## src/rtl/accu_win.sv

```systemverilog
// Windowed accumulator: sums WIN_LEN accepted samples, then publishes the sum and overflow flag.
// Define ACCU_WIN_SAT_EN to clamp overflowing sums at all-ones instead of wrapping.
module accu_win #(
    parameter int unsigned DATA_W  = 8,
    parameter int unsigned ACC_W   = 10,
    parameter int unsigned WIN_LEN = 4
) (
    input  logic                           clk,
    input  logic                           reset,
    input  logic                           in_valid,
    input  logic [DATA_W-1:0]              in,
    input  logic                           clear,
    output logic [ACC_W-1:0]               acc,
    output logic [$clog2(WIN_LEN+1)-1:0]   cnt,
    output logic                           out_valid,
    output logic [ACC_W-1:0]               out_sum,
    output logic                           out_ovf
);

    localparam int unsigned CNT_W = $clog2(WIN_LEN + 1);

    typedef enum logic [0:0] {StIdle, StAccum} state_e;

    state_e             state_q, state_d;
    logic [ACC_W-1:0]   acc_q, acc_d;
    logic [CNT_W-1:0]   cnt_q, cnt_d;
    logic               ovf_q, ovf_d;
    logic               out_valid_q, out_valid_d;
    logic [ACC_W-1:0]   out_sum_q, out_sum_d;
    logic               out_ovf_q, out_ovf_d;

    logic [ACC_W-1:0]   acc_base;
    logic [ACC_W:0]     in_ext;
    logic [ACC_W:0]     sum_wide;
    logic [ACC_W-1:0]   sum_next;
    logic               ovf_next;
    logic               last;

    // One spare bit above the accumulator catches the carry out of each addition.
    assign in_ext   = {{(ACC_W + 1 - DATA_W){1'b0}}, in};
    assign sum_wide = {1'b0, acc_base} + in_ext;
    assign ovf_next = ovf_q | sum_wide[ACC_W];
    assign last     = (cnt_q == CNT_W'(WIN_LEN - 1));

`ifdef ACCU_WIN_SAT_EN
    assign sum_next = sum_wide[ACC_W] ? {ACC_W{1'b1}} : sum_wide[ACC_W-1:0];
`else
    assign sum_next = sum_wide[ACC_W-1:0];
`endif

    always_comb begin
        acc_base = '0;
        unique case (state_q)
            StIdle:  acc_base = '0;
            StAccum: acc_base = acc_q;
            default: acc_base = '0;
        endcase
    end

    always_comb begin
        state_d     = state_q;
        acc_d       = acc_q;
        cnt_d       = cnt_q;
        ovf_d       = ovf_q;
        out_valid_d = 1'b0;
        out_sum_d   = out_sum_q;
        out_ovf_d   = out_ovf_q;
        if (clear) begin
            state_d = StIdle;
            acc_d   = '0;
            cnt_d   = '0;
            ovf_d   = 1'b0;
        end else if (in_valid) begin
            if (last) begin
                out_valid_d = 1'b1;
                out_sum_d   = sum_next;
                out_ovf_d   = ovf_next;
                state_d     = StIdle;
                acc_d       = '0;
                cnt_d       = '0;
                ovf_d       = 1'b0;
            end else begin
                state_d = StAccum;
                acc_d   = sum_next;
                cnt_d   = cnt_q + CNT_W'(1);
                ovf_d   = ovf_next;
            end
        end
    end

    always_ff @(posedge clk) begin
        if (reset) begin
            state_q     <= StIdle;
            acc_q       <= '0;
            cnt_q       <= '0;
            ovf_q       <= 1'b0;
            out_valid_q <= 1'b0;
            out_sum_q   <= '0;
            out_ovf_q   <= 1'b0;
        end else begin
            state_q     <= state_d;
            acc_q       <= acc_d;
            cnt_q       <= cnt_d;
            ovf_q       <= ovf_d;
            out_valid_q <= out_valid_d;
            out_sum_q   <= out_sum_d;
            out_ovf_q   <= out_ovf_d;
        end
    end

    assign acc       = acc_q;
    assign cnt       = cnt_q;
    assign out_valid = out_valid_q;
    assign out_sum   = out_sum_q;
    assign out_ovf   = out_ovf_q;

endmodule
```

## config.mk

```make
export PLATFORM = sky130hd
export DESIGN_NAME = accu_win
export DESIGN_NICKNAME = d
export VERILOG_FILES = /design/src/rtl/accu_win.sv
export SDC_FILE = /design/constraint.sdc
export NUM_CORES = 1
export LEC_CHECK = 0
export CAP_MARGIN = 20
export CELL_PAD_IN_SITES_DETAIL_PLACEMENT = 2
export CELL_PAD_IN_SITES_GLOBAL_PLACEMENT = 2
export CORE_UTILIZATION = 28
export CTS_CLUSTER_DIAMETER = 150
export DETAILED_ROUTE_END_ITERATION = 12
export PLACE_DENSITY = 0.8
export SYNTH_ARGS = -nofsm -noshare
export SYNTH_HDL_FRONTEND = slang
export SYNTH_SLANG_ARGS = --single-unit
export TNS_END_PERCENT = 20
```

## constraint.sdc

```tcl
create_clock -name clk -period 2.85 [get_ports clk]
set_clock_uncertainty 0.05 [all_clocks]
set_input_delay 0.57 -clock clk [delete_from_list [all_inputs] [get_ports clk]]
set_output_delay 0.57 -clock clk [all_outputs]
set_load 0.05 [all_outputs]
```

==> results by group, run 1 <==
Worst setup path
  – Worst r2r src: acc[0]
  – Worst reg2reg setup slack: 0.49 ns
  – CP Capture Type: flop
  – CP Class: input pin to flop
  – Worst Path Arrival: 2.80 ns
  – Worst-path fanout max: 4
  – Worst r2r dst: out_ovf
  – Number of cells on the worst reg-to-reg path: 9
  – CP required: 3.01 ns
  – Critical path startpoint category: input pin

Die
  – Core Area: 4820 µm²
  – DIE WIDTH: 73.6 µm
  – Die span in y: 73.6 µm
  – Starting Density: 0.298
  – Row count: 25
  – Die Area: 5410 µm²
  – IO Pins: 37

GRT
  – Vias in the first global route: 1567
  – Grt ovf: 0
  – First-pass GRT wire length: 7.54 mm
  – Pin count of the biggest net entering global routing: 16
  – Total global-route track usage: 0.187
  – Initial antenna violation count: 0

Clock network
  – Longest Clk Path Bufs: 2
  – Clk Tree Root Cell: clkbuf_8
  – CTS tree: done
  – Num Clock Sinks: 27
  – Worst-Skew Late Latency: 0.28 ns
  – CTS Buf Count: 3
  – Hold Buf Count CTS: 0
  – Clk slew on worst S/H paths: 0.09 ns
  – CTS resizes: 0
  – H-tree levels: 1
  – Post-CTS setup buffer count: 0

Route
  – Starting DRT DRC Count: 45
  – Avg WL per Cell: 17.1 µm
  – DRC violations left: 0
  – Detailed Routing Iterations Pass 1: 4
  – ANT nets after route: 0
  – Vias per cell: 5.12
  – Drt total wl: 4.80 mm
  – Via count: 1433

Power and ir drop
  – Max VDD drop: 0.000217 V
  – Leakage power: 0.752 nW
  – PD cells: 369 nW/µm²

STA
  – RSZ-0062 raised after global routing: no
  – Final min period: 2.64 ns
  – Achievable Freq: 378 MHz
  – Setup TNS: 0 ns
  – Final period utilization: 0.927
  – Final worst setup slack: 0.207 ns
  – Worst-margin pin slew: 0.526 ns
  – Final Max Tran Viols: 0
  – Slew headroom: 0.648
  – Fin. Hold Viols: 0
  – Final number of setup-violating endpoints: 0

Min path
  – Hold wc startpoint: out_sum[3]
  – Hold endpoint: out_sum[3]
  – Worst Hold Depth: 2
  – Hold Path Class: flop to flop

Synth
  – Gate Count Post-Synth: 172
  – Seq/Total Area, Yosys: 0.377
  – Main area contributors after synthesis: dfxtp_1 38%, ha_1 7.9%, a21oi_1 6.3%, nand2_1 5.2%, nor2_1 4.5%
  – Synth top cells by count: 27 x dfxtp_1, 20 x nand2_1, 18 x a21oi_1
  – Area share of the largest cell type after synthesis: 0.377
  – Post-synthesis average cell area: 8.34 µm²
  – Syn_nets: 194
  – Yosys top cell by area: dfxtp_1
  – Most frequent cell after synthesis: dfxtp_1
  – Cell Area, Synth: 1430 µm²
  – Synth Flop Type: dfxtp_1
  – Yosys cell types: 48
  – Post-synthesis register bit count: 27
  – Asr flop ratio synth: 0
  – Ys Warns: 0
  – EDFF count, synth: 0

Place
  – I/O Buffers: 36
  – Gpl congestion: 0.716
  – Detailed placement HPWL: 3.82 mm
  – Dpl ws: -0.0711 ns

Status
  – Status: complete, no violations

Final layout
  – Finished Core Util: 0.403
  – Number of antenna diodes: 0
  – Synth-to-layout area growth: 35.3%
  – Fillers: 587
  – Storage cell area: 541 µm²
  – Area of the multi-input gates: 827 µm²
  – Fraction of layout instances using a drive strength above 1: 0.0751
  – NumNets Final: 236

Run
  – Max-Cap Viols: 0
-- final cells by class --
type,count,share of cell area
clock buffer,3,0.0213
clock inverter,1,0.00258
inverter,10,0.0193
multi-input combinational,130,0.426
sequential,27,0.279
tap,67,0.0432
timing repair buffer,42,0.209
-- layer usage --
layer  GRT usage  wire, µm  vias to the layer above
met5           0         0                        -
met4      0.0534        97                        0
met3      0.0288       140                       10
met2       0.371      2660                       30
met1       0.201      1900                      710
li1            -         -                      683
-- power by group --
part	internal, W	switching (W)
logic	0.0000415	0.0000632
registers	0.000382	0.00000410
clock network	0.0000982	0.000126
-- flip-flops by register name, summed over array words and instances (netlist names) --
signal	cells
acc	10
out_sum	10
cnt	3
out_ovf	1
out_valid	1
ovf_q	1
state_q	1
-- through the flow --
step	power [W]	hold WS, ns	std cells	area, µm²
3_5_place_dp	0.000501	0.408	276	1890
4_1_cts	0.000729	0.423	280	1940
5_1_grt	0.000746	0.447	280	1940
2_1_floorplan	0.000454	0.414	172	1430
3_3_place_gp	0.000496	0.395	276	1890
6_report	0.000716	0.417	280	1940
-- logic make-up after synthesis --
logic type               Yosys count  share of synthesized area
adder cells (fa/ha/maj)           10                     0.0925
multiplexers                       1                    0.00698
XOR/XNOR                           5                     0.0305
flip-flops                        27                      0.377
AND/OR/NAND/NOR                   65                      0.220
buffers and inverters             15                     0.0462
AO/OA/AOI/OAI                     49                      0.227
-- cell usage in the layout (no fill, tap or decap), drive strengths merged, types with 2 or more instances in the layout --
master | Yosys | routed
nor2 | 18 | 18
dfxtp | 27 | 27
a22oi | 3 | 3
a211oi | 2 | 2
a311o | 2 | 2
nand3 | 3 | 3
o21a | 2 | 2
a22o | 2 | 2
nand2 | 21 | 21
and2 | 9 | 9
ha | 9 | 9
a21o | 3 | 3
clkbuf | 1 | 3
or3 | 2 | 2
o21ai | 5 | 5
clkdlybuf4s50 | 0 | 36
xnor2 | 2 | 2
xor2 | 3 | 3
o22ai | 2 | 2
o211ai | 2 | 2
or2 | 2 | 2
nor3 | 4 | 4
a21oi | 19 | 19
buf | 4 | 6
inv | 10 | 10
-- worst max-delay path, stage by stage --
cell and delay (ns):
clkdlybuf4s50_1 0.50, ha_1 0.20, inv_1 0.06, fa_1 0.39, nand2b_1 0.18, a21oi_2 0.19
a21oi_1 0.15, or3_1 0.41, a21oi_1 0.13
-- worst max-delay path by stage --
stage / start / to / slack [ns] / depth (start not counted)
after floorplan: acc[0] / out_sum[6] / 0.34 / 9
after global placement: in[0] / out_sum[6] / 0.09 / 9
after detailed placement: in[0] / out_sum[6] / -0.07 / 9
after CTS: in[0] / out_ovf / 0.23 / 9
after global routing: in[0] / ovf_q / 0.12 / 9
final: in[0] / out_ovf / 0.21 / 9
No activity file was read; power rests on OpenSTA's default activity.
==> inputs of run 2 (changes only) <==
--- a/config.mk
+++ b/config.mk
@@ -11,6 +11,8 @@
 export CORE_UTILIZATION = 28
 export CTS_CLUSTER_DIAMETER = 150
 export DETAILED_ROUTE_END_ITERATION = 12
+export GPL_ROUTABILITY_DRIVEN = 0
+export HOLD_SLACK_MARGIN = 0.1
 export PLACE_DENSITY = 0.8
 export SYNTH_ARGS = -nofsm -noshare
 export SYNTH_HDL_FRONTEND = slang
==> results of run 2 <==
Final layout, timing and power as in run 1 (identical DEF).
